==> config.mk <==
export PLATFORM = sky130hd
export DESIGN_NAME = wb_spi_master_mc_flat
export DESIGN_NICKNAME = d
export VERILOG_FILES = /design/src/rtl/wb_spi_master_mc_if.sv /design/src/rtl/wb_spi_master_mc.sv /design/src/flat_wrapper.sv
export SDC_FILE = /design/constraint.sdc
export NUM_CORES = 1
export LEC_CHECK = 0
export CORE_ASPECT_RATIO = 0.5
export CORE_UTILIZATION = 30
export DETAILED_ROUTE_END_ITERATION = 10
export GPL_ROUTABILITY_DRIVEN = 0
export GPL_TIMING_DRIVEN = 0
export PLACE_DENSITY_LB_ADDON = 0.08
export SLEW_MARGIN = 20
export SYNTH_ARGS = -nofsm -noshare
export SYNTH_HDL_FRONTEND = slang
export SYNTH_SLANG_ARGS = --single-unit
==> constraint.sdc <==
create_clock -name clk_i -period 5.5 [get_ports clk_i]
set_input_delay 1.1 -clock clk_i [delete_from_list [all_inputs] [get_ports clk_i]]
set_output_delay 1.1 -clock clk_i [all_outputs]
set_load 0.03 [all_outputs]
==> src/rtl/wb_spi_master_mc_if.sv <==
// Wishbone slave-side bus bundle for wb_spi_master_mc.
// The master modport is the bus initiator; the slave modport is the SPI block.
interface wb_spi_master_mc_if;
    logic        cyc_i;
    logic        stb_i;
    logic [1:0]  adr_i;
    logic        we_i;
    logic [31:0] dat_i;
    logic [3:0]  sel_i;
    logic        ack_o;
    logic [31:0] dat_o;

    modport master (
        output cyc_i, stb_i, adr_i, we_i, dat_i, sel_i,
        input  ack_o, dat_o
    );

    modport slave (
        input  cyc_i, stb_i, adr_i, we_i, dat_i, sel_i,
        output ack_o, dat_o
    );
endinterface

==> src/rtl/wb_spi_master_mc.sv <==
// Wishbone SPI master: TX/RX FIFOs, software chip selects, programmable SCK
// divider, all four CPOL/CPHA modes, 8- or 32-bit frames chosen by byte select.
// Optional macro WB_SPI_IRQ_EN adds the registered irq_o output and the
// rx_ie/tx_ie enables in CTRL[12]/CTRL[13].
module wb_spi_master_mc #(
    parameter int TX_FIFO_DEPTH = 16,
    parameter int RX_FIFO_DEPTH = 16,
    parameter int NUM_CS        = 4,
    parameter int DIV_W         = 8
) (
    input  logic              clk_i,
    input  logic              rst_ni,
    wb_spi_master_mc_if.slave wb,
    output logic              sck,
    output logic [NUM_CS-1:0] ss_n,
    input  logic              miso,
    output logic              mosi
`ifdef WB_SPI_IRQ_EN
    ,
    output logic              irq_o
`endif
);
    localparam int TX_AW = $clog2(TX_FIFO_DEPTH);
    localparam int RX_AW = $clog2(RX_FIFO_DEPTH);

    typedef enum logic [1:0] {IDLE, LEAD, TRAIL, DONE} state_t;

    state_t            state;
    logic [32:0]       tx_mem [TX_FIFO_DEPTH];
    logic [31:0]       rx_mem [RX_FIFO_DEPTH];
    logic [TX_AW:0]    tx_wp, tx_rp;
    logic [RX_AW:0]    rx_wp, rx_rp;
    logic [DIV_W-1:0]  div_q, div_cnt;
    logic [NUM_CS-1:0] cs_q;
    logic              cpol, cpha, rx_ovf;
    logic [31:0]       tx_sh, rx_sh;
    logic [4:0]        bit_cnt;
    logic [32:0]       tx_head;
    logic [31:0]       load_word;
    logic [31:0]       status_w;
    logic              wb_acc, wr_acc, rd_acc;
    logic              tx_empty, tx_full, rx_empty, rx_full;
    logic              tx_push, tx_flush, eng_pop;
    logic              rx_push, rx_flush, rx_pop, eng_push, rx_drop;
    logic              busy, busy_eng;
`ifdef WB_SPI_IRQ_EN
    logic              rx_ie, tx_ie;
`endif

    assign wb_acc   = wb.ack_o & wb.cyc_i & wb.stb_i;
    assign wr_acc   = wb_acc & wb.we_i;
    assign rd_acc   = wb_acc & ~wb.we_i;

    assign tx_empty = (tx_wp == tx_rp);
    assign tx_full  = (tx_wp[TX_AW] != tx_rp[TX_AW]) && (tx_wp[TX_AW-1:0] == tx_rp[TX_AW-1:0]);
    assign rx_empty = (rx_wp == rx_rp);
    assign rx_full  = (rx_wp[RX_AW] != rx_rp[RX_AW]) && (rx_wp[RX_AW-1:0] == rx_rp[RX_AW-1:0]);

    assign tx_push  = wr_acc && (wb.adr_i == 2'd0) && !tx_full;
    assign tx_flush = wr_acc && (wb.adr_i == 2'd1) && wb.dat_i[16];
    assign rx_flush = wr_acc && (wb.adr_i == 2'd1) && wb.dat_i[17];
    assign rx_pop   = rd_acc && (wb.adr_i == 2'd0) && !rx_empty;

    // The engine never starts a frame while RX is full, so DONE normally finds room.
    assign eng_pop  = (state == IDLE) && !tx_empty && !rx_full;
    assign eng_push = (state == DONE);
    assign rx_push  = eng_push && !rx_flush && (!rx_full || rx_pop);
    assign rx_drop  = eng_push && !rx_flush && rx_full && !rx_pop;

    assign busy_eng = (state != IDLE);
    assign busy     = busy_eng || !tx_empty;

    assign tx_head   = tx_mem[tx_rp[TX_AW-1:0]];
    assign load_word = tx_head[32] ? tx_head[31:0] : {tx_head[7:0], 24'h0};
    assign ss_n      = ~cs_q;

`ifdef WB_SPI_IRQ_EN
    assign status_w = {18'h0, tx_ie, rx_ie, 1'b0, rx_ovf, cpha, cpol, 3'b0,
                       rx_empty, rx_full, tx_empty, tx_full, busy};
`else
    assign status_w = {21'h0, rx_ovf, cpha, cpol, 3'b0,
                       rx_empty, rx_full, tx_empty, tx_full, busy};
`endif

    // Single-cycle ack that can never be asserted on two consecutive cycles.
    always_ff @(posedge clk_i or negedge rst_ni) begin
        if (!rst_ni) wb.ack_o <= 1'b0;
        else         wb.ack_o <= wb.stb_i & wb.cyc_i & ~wb.ack_o;
    end

    // Read mux is only driven during the ack cycle, zero otherwise.
    always_comb begin
        wb.dat_o = 32'h0;
        if (wb.ack_o && !wb.we_i) begin
            case (wb.adr_i)
                2'd0:    wb.dat_o = rx_empty ? 32'h0 : rx_mem[rx_rp[RX_AW-1:0]];
                2'd1:    wb.dat_o = status_w;
                2'd2:    wb.dat_o = 32'(div_q);
                default: wb.dat_o = 32'(cs_q);
            endcase
        end
    end

    // TX FIFO storage; 8-bit frames keep their byte in the low bits until load.
    always_ff @(posedge clk_i) begin
        if (tx_push)
            tx_mem[tx_wp[TX_AW-1:0]] <= {(wb.sel_i == 4'b1111),
                (wb.sel_i == 4'b1111) ? wb.dat_i : {24'h0, wb.dat_i[7:0]}};
    end

    // TX pointers; a flush discards every queued entry but not the frame in flight.
    always_ff @(posedge clk_i or negedge rst_ni) begin
        if (!rst_ni) begin
            tx_wp <= '0;
            tx_rp <= '0;
        end else if (tx_flush) begin
            tx_wp <= '0;
            tx_rp <= '0;
        end else begin
            if (tx_push) tx_wp <= tx_wp + 1'b1;
            if (eng_pop) tx_rp <= tx_rp + 1'b1;
        end
    end

    // RX FIFO storage for completed frames.
    always_ff @(posedge clk_i) begin
        if (rx_push) rx_mem[rx_wp[RX_AW-1:0]] <= rx_sh;
    end

    // RX pointers; a flush beats a simultaneous frame push.
    always_ff @(posedge clk_i or negedge rst_ni) begin
        if (!rst_ni) begin
            rx_wp <= '0;
            rx_rp <= '0;
        end else if (rx_flush) begin
            rx_wp <= '0;
            rx_rp <= '0;
        end else begin
            if (rx_push) rx_wp <= rx_wp + 1'b1;
            if (rx_pop)  rx_rp <= rx_rp + 1'b1;
        end
    end

    // Control, divider and chip-select registers; mode bits are frozen while busy.
    always_ff @(posedge clk_i or negedge rst_ni) begin
        if (!rst_ni) begin
            cpol   <= 1'b0;
            cpha   <= 1'b0;
            rx_ovf <= 1'b0;
            div_q  <= '0;
            cs_q   <= '0;
`ifdef WB_SPI_IRQ_EN
            rx_ie  <= 1'b0;
            tx_ie  <= 1'b0;
`endif
        end else begin
            if (wr_acc) begin
                case (wb.adr_i)
                    2'd1: begin
                        if (!busy) begin
                            cpol <= wb.dat_i[8];
                            cpha <= wb.dat_i[9];
                        end
                        if (wb.dat_i[10]) rx_ovf <= 1'b0;
`ifdef WB_SPI_IRQ_EN
                        rx_ie <= wb.dat_i[12];
                        tx_ie <= wb.dat_i[13];
`endif
                    end
                    2'd2:    div_q <= wb.dat_i[DIV_W-1:0];
                    2'd3:    cs_q  <= wb.dat_i[NUM_CS-1:0];
                    default: ;
                endcase
            end
            if (rx_drop) rx_ovf <= 1'b1;
        end
    end

`ifdef WB_SPI_IRQ_EN
    // Level interrupt: RX data waiting, or TX drained with the engine idle.
    always_ff @(posedge clk_i or negedge rst_ni) begin
        if (!rst_ni) irq_o <= 1'b0;
        else         irq_o <= (rx_ie & ~rx_empty) | (tx_ie & tx_empty & ~busy_eng);
    end
`endif

    // Shift engine: each half-period lasts DIV+1 clocks; divider is re-read every cycle.
    always_ff @(posedge clk_i or negedge rst_ni) begin
        if (!rst_ni) begin
            state   <= IDLE;
            sck     <= 1'b0;
            mosi    <= 1'b0;
            tx_sh   <= '0;
            rx_sh   <= '0;
            bit_cnt <= '0;
            div_cnt <= '0;
        end else begin
            case (state)
                IDLE: begin
                    sck     <= cpol;
                    div_cnt <= '0;
                    if (eng_pop) begin
                        bit_cnt <= tx_head[32] ? 5'd31 : 5'd7;
                        rx_sh   <= '0;
                        if (cpha) begin
                            tx_sh <= load_word;
                        end else begin
                            tx_sh <= {load_word[30:0], 1'b0};
                            mosi  <= load_word[31];
                        end
                        state <= LEAD;
                    end
                end
                LEAD: begin
                    if (div_cnt >= div_q) begin
                        div_cnt <= '0;
                        sck     <= ~cpol;
                        if (!cpha) begin
                            rx_sh <= {rx_sh[30:0], miso};
                        end else begin
                            mosi  <= tx_sh[31];
                            tx_sh <= {tx_sh[30:0], 1'b0};
                        end
                        state <= TRAIL;
                    end else begin
                        div_cnt <= div_cnt + 1'b1;
                    end
                end
                TRAIL: begin
                    if (div_cnt >= div_q) begin
                        div_cnt <= '0;
                        sck     <= cpol;
                        if (cpha) begin
                            rx_sh <= {rx_sh[30:0], miso};
                        end else if (bit_cnt != 5'd0) begin
                            mosi  <= tx_sh[31];
                            tx_sh <= {tx_sh[30:0], 1'b0};
                        end
                        if (bit_cnt == 5'd0) begin
                            state <= DONE;
                        end else begin
                            bit_cnt <= bit_cnt - 1'b1;
                            state   <= LEAD;
                        end
                    end else begin
                        div_cnt <= div_cnt + 1'b1;
                    end
                end
                default: state <= IDLE;
            endcase
        end
    end
endmodule
==> src/flat_wrapper.sv <==
// flat-port wrapper written by rule: the top's interface ports become plain ports
module wb_spi_master_mc_flat 
#(
    parameter int TX_FIFO_DEPTH = 16,
    parameter int RX_FIFO_DEPTH = 16,
    parameter int NUM_CS        = 4,
    parameter int DIV_W         = 8
)
  (clk_i, rst_ni, sck, ss_n, miso, mosi, wb_cyc_i, wb_stb_i, wb_adr_i, wb_we_i, wb_dat_i, wb_sel_i, wb_ack_o, wb_dat_o);
  wb_spi_master_mc_if wb_i ();
  input  logic clk_i;
  input  logic rst_ni;
  output logic sck;
  output logic [NUM_CS-1:0] ss_n;
  input  logic miso;
  output logic mosi;
  input wire logic [$bits(wb_i.cyc_i)-1:0] wb_cyc_i;
  input wire logic [$bits(wb_i.stb_i)-1:0] wb_stb_i;
  input wire logic [$bits(wb_i.adr_i)-1:0] wb_adr_i;
  input wire logic [$bits(wb_i.we_i)-1:0] wb_we_i;
  input wire logic [$bits(wb_i.dat_i)-1:0] wb_dat_i;
  input wire logic [$bits(wb_i.sel_i)-1:0] wb_sel_i;
  output wire logic [$bits(wb_i.ack_o)-1:0] wb_ack_o;
  output wire logic [$bits(wb_i.dat_o)-1:0] wb_dat_o;
  assign wb_i.cyc_i = wb_cyc_i;
  assign wb_i.stb_i = wb_stb_i;
  assign wb_i.adr_i = wb_adr_i;
  assign wb_i.we_i = wb_we_i;
  assign wb_i.dat_i = wb_dat_i;
  assign wb_i.sel_i = wb_sel_i;
  assign wb_ack_o = wb_i.ack_o;
  assign wb_dat_o = wb_i.dat_o;
  wb_spi_master_mc #(.TX_FIFO_DEPTH(TX_FIFO_DEPTH), .RX_FIFO_DEPTH(RX_FIFO_DEPTH), .NUM_CS(NUM_CS), .DIV_W(DIV_W)) u_core (.clk_i(clk_i), .rst_ni(rst_ni), .wb(wb_i), .sck(sck), .ss_n(ss_n), .miso(miso), .mosi(mosi));
endmodule
==> impl_metrics.json <==
{
  "clock_latency_ns": 0.72,
  "drv_cap": 0,
  "area_delta_synth_final_pct": 19.1,
  "portBuffers": 80,
  "max-slew-margin-rel_pct": 26.2,
  "fin_nets": 2805,
  "ys_types": 71,
  "timing.rr.start": "u_core.wb.ack_o",
  "dominantRegCellSynth": "edfxtp_1",
  "detail-route-antenna-nets": 0,
  "finalPower_w": 0.0253,
  "first_iter_violations": 1822,
  "cts-root-buf": "clkbuf_16",
  "slowest_stage": "clkdlybuf4s50_1",
  "synth_fa_ha_area_share_pct": 0.670,
  "synth-compound-area-share_pct": 3.36,
  "async_flop_share_pct": 10.1,
  "ctsHoldBuffers": 0,
  "ir_worst_vdd_v": 0.000277,
  "grt_max_degree": 85,
  "status": "finished, violations left",
  "rows": 101,
  "setup_viol": 0,
  "yosysSeqAreaShare_pct": 73.2,
  "hpwl_um": 89300,
  "grt_pass1_vias": 25235,
  "first_pass_iters": 8,
  "cp-startpoint": "u_core.rx_rp[0]",
  "dp_cells": 4683,
  "start_kind": "flop",
  "numCtsBuffers": 111,
  "coreArea_mm2": 0.153,
  "dr_total_vias": 24119,
  "grt_setup_unrepaired": "false",
  "synth_mux_area_share_pct": 15.9,
  "fin_crit_sh_pct": 95.6,
  "die_w_um": 560,
  "utilization_pct": 36.3,
  "path_cells": "buf_2, buf_2, buf_2, mux4_2, mux4_2, a22oi_1, nor2_1, clkdlybuf4s50_1",
  "synth_edf_count": 1040,
  "synthSimpleGateAreaFrac_pct": 4.16,
  "required_ns": 4.40,
  "initial_utilization_pct": 30.5,
  "ys_ff_latch": 1157,
  "synth_xor_area_share_pct": 0.488,
  "antenna_found_initial": 4,
  "netlist.area_leader.share_pct": 66.9,
  "max_freq_mhz": 190,
  "drt-total-wl_um": 136000,
  "synth_area_leaders": "edfxtp_1, mux4_2, dfrtp_1, mux2i_1, nand2_1",
  "place_area_mm2": 0.0518,
  "stdcell_count": 4891,
  "postCtsSetupBuffers": 0,
  "p_leak_nw": 18.6,
  "violations": "design-rule violations",
  "postSynthAreaPerCell_um2": 19.2,
  "cp-end-kind": "output pin",
  "holdCritPathClass": "in2async",
  "cts_sinks": 1157,
  "final-max-slew-violation-count": 0,
  "io_pins": 83,
  "cts_resized": 15,
  "hold_slack_ns": 0.282,
  "max_stage_delay_ns": 0.62,
  "overflow": 0,
  "yosysWarnings": 0,
  "avgRoutedWirePerCell_um": 27.7,
  "ctsLongestPathBuffers": 3,
  "cts_tree": "yes",
  "cts.clk_slew.worst_paths_ns": 0.06,
  "synth_top_area_cell": "edfxtp_1",
  "htreeDepth": 3,
  "drc": 4,
  "worstSetupPathType": "reg2out",
  "period_minus_slack_ns": 5.26,
  "layout-drive-gt1-share_pct": 24.9,
  "design_area_mm2": 0.0556,
  "hold_violations": 0,
  "avgViaCountPerCell": 4.93,
  "arrival_ns": 4.16,
  "power.density_mw_per_mm2": 455,
  "track_usage_pct": 17.4,
  "worstMarginPinSlew_ns": 1.11,
  "synth.most_common_cell": "edfxtp_1",
  "crit_top_cell": "buf_2",
  "die-area_mm2": 0.157,
  "crit_fanout": 10,
  "yosys-top-cells-count": "edfxtp_1, mux4_2, nand2_1",
  "netlist_instances": 2433,
  "grt_pass1_wl_um": 193000,
  "finClkSkew_ns": 0.0369,
  "synth_area_mm2": 0.0467,
  "synth_top_family_by_area": "multiplexers",
  "die_h_um": 281,
  "syn_nets": 2502
}
cell usage in the layout, fill, tap and decap left out, types with 31 or more instances in the layout:
cell type        instances
buf_2                   55
nand4_1                 32
clkbuf_16              113
o21ai_0                 40
nand2_1                178
clkdlybuf4s50_1         79
edfxtp_1              1040
mux2i_1                 98
mux4_2                 281
dfrtp_1                117
clkbuf_1                83
a21oi_1                 60
nor2_1                  42
a22oi_1                 31
inv_1                   70
buf_4                   41
state kept, by name, summed over array words and instances (netlist names):
| register | cells |
|---|---|
| u_core.bit_cnt | 5 |
| u_core.cpha | 1 |
| u_core.cpol | 1 |
| u_core.cs_q | 4 |
| u_core.div_cnt | 8 |
| u_core.div_q | 8 |
| u_core.mosi | 1 |
| u_core.rx_mem | 512 |
| u_core.rx_ovf | 1 |
| u_core.rx_rp | 5 |
| u_core.rx_sh | 32 |
| u_core.rx_wp | 5 |
| u_core.sck | 1 |
| u_core.state | 2 |
| u_core.tx_mem | 528 |
| u_core.tx_rp | 5 |
| u_core.tx_sh | 32 |
| u_core.tx_wp | 5 |
| u_core.wb.ack_o | 1 |
stage by stage:
step,setup TNS [ns],worst slack [ns]
finish,0,0.241
global route,0,0.00758
CTS,0,0.0155
detailed placement,-8.36,-0.395
global placement,-3065.37,-6.26
floorplan,0,0.0234
cells by family after synthesis:
group	after synthesis
flip-flops	1157
AND/OR/NAND/NOR	404
multiplexers	389
AO/OA/AOI/OAI	221
buffers and inverters	211
XOR/XNOR	26
adder cells (fa/ha/maj)	25
power breakdown:
part           total [W]  switching, W  leakage (nW)  internal, W
logic            0.00723       0.00434          5.66      0.00289
clock network    0.00799       0.00340          1.81      0.00459
registers         0.0101      0.000216          11.1      0.00986
total             0.0253       0.00795          18.6       0.0173
critical path: cells and delay by family (launching register included):
kind	cells	cell delay, ns
DFF	1	0.35
muxes	2	1.13
and+or+nand+nor	1	0.09
AOI/OAI and AO/OA	1	0.22
buffers and inverters	4	1.65
final cells by class:
class | count | area (um2)
antenna | 1 | 2.50
sequential | 1157 | 34200
tap | 2060 | 2580
timing repair buffer | 190 | 2350
multi-input combinational | 1065 | 11700
clock inverter | 50 | 621
fill | 14123 | 97400
buffer | 138 | 822
clock buffer | 157 | 3110
inverter | 73 | 274
final timing paths:
path,end,slack [ns],depth (start not counted)
worst max-delay path,wb_dat_o[5],0.24,8
max in group asynchronous,u_core.tx_sh[13],4.38,2
min in group clk_i,u_core.tx_sh[0],0.49,1
worst min-delay path,u_core.rx_sh[25],0.28,1
worst max register to register,u_core.rx_mem[3][22],0.94,9
worst min register to register,u_core.tx_sh[0],0.49,1
metal layers:
layer / track usage, % / up-vias / part of all wire (%)
met1: 24.3 / 12996 / 46
met2: 28.5 / 501 / 48
met3: 2.90 / 168 / 4.3
met5: 0 / - / 0.0096
li1: - / 10452 / -
met4: 3.94 / 2 / 2.0
(Power assumes the default switching activity.)
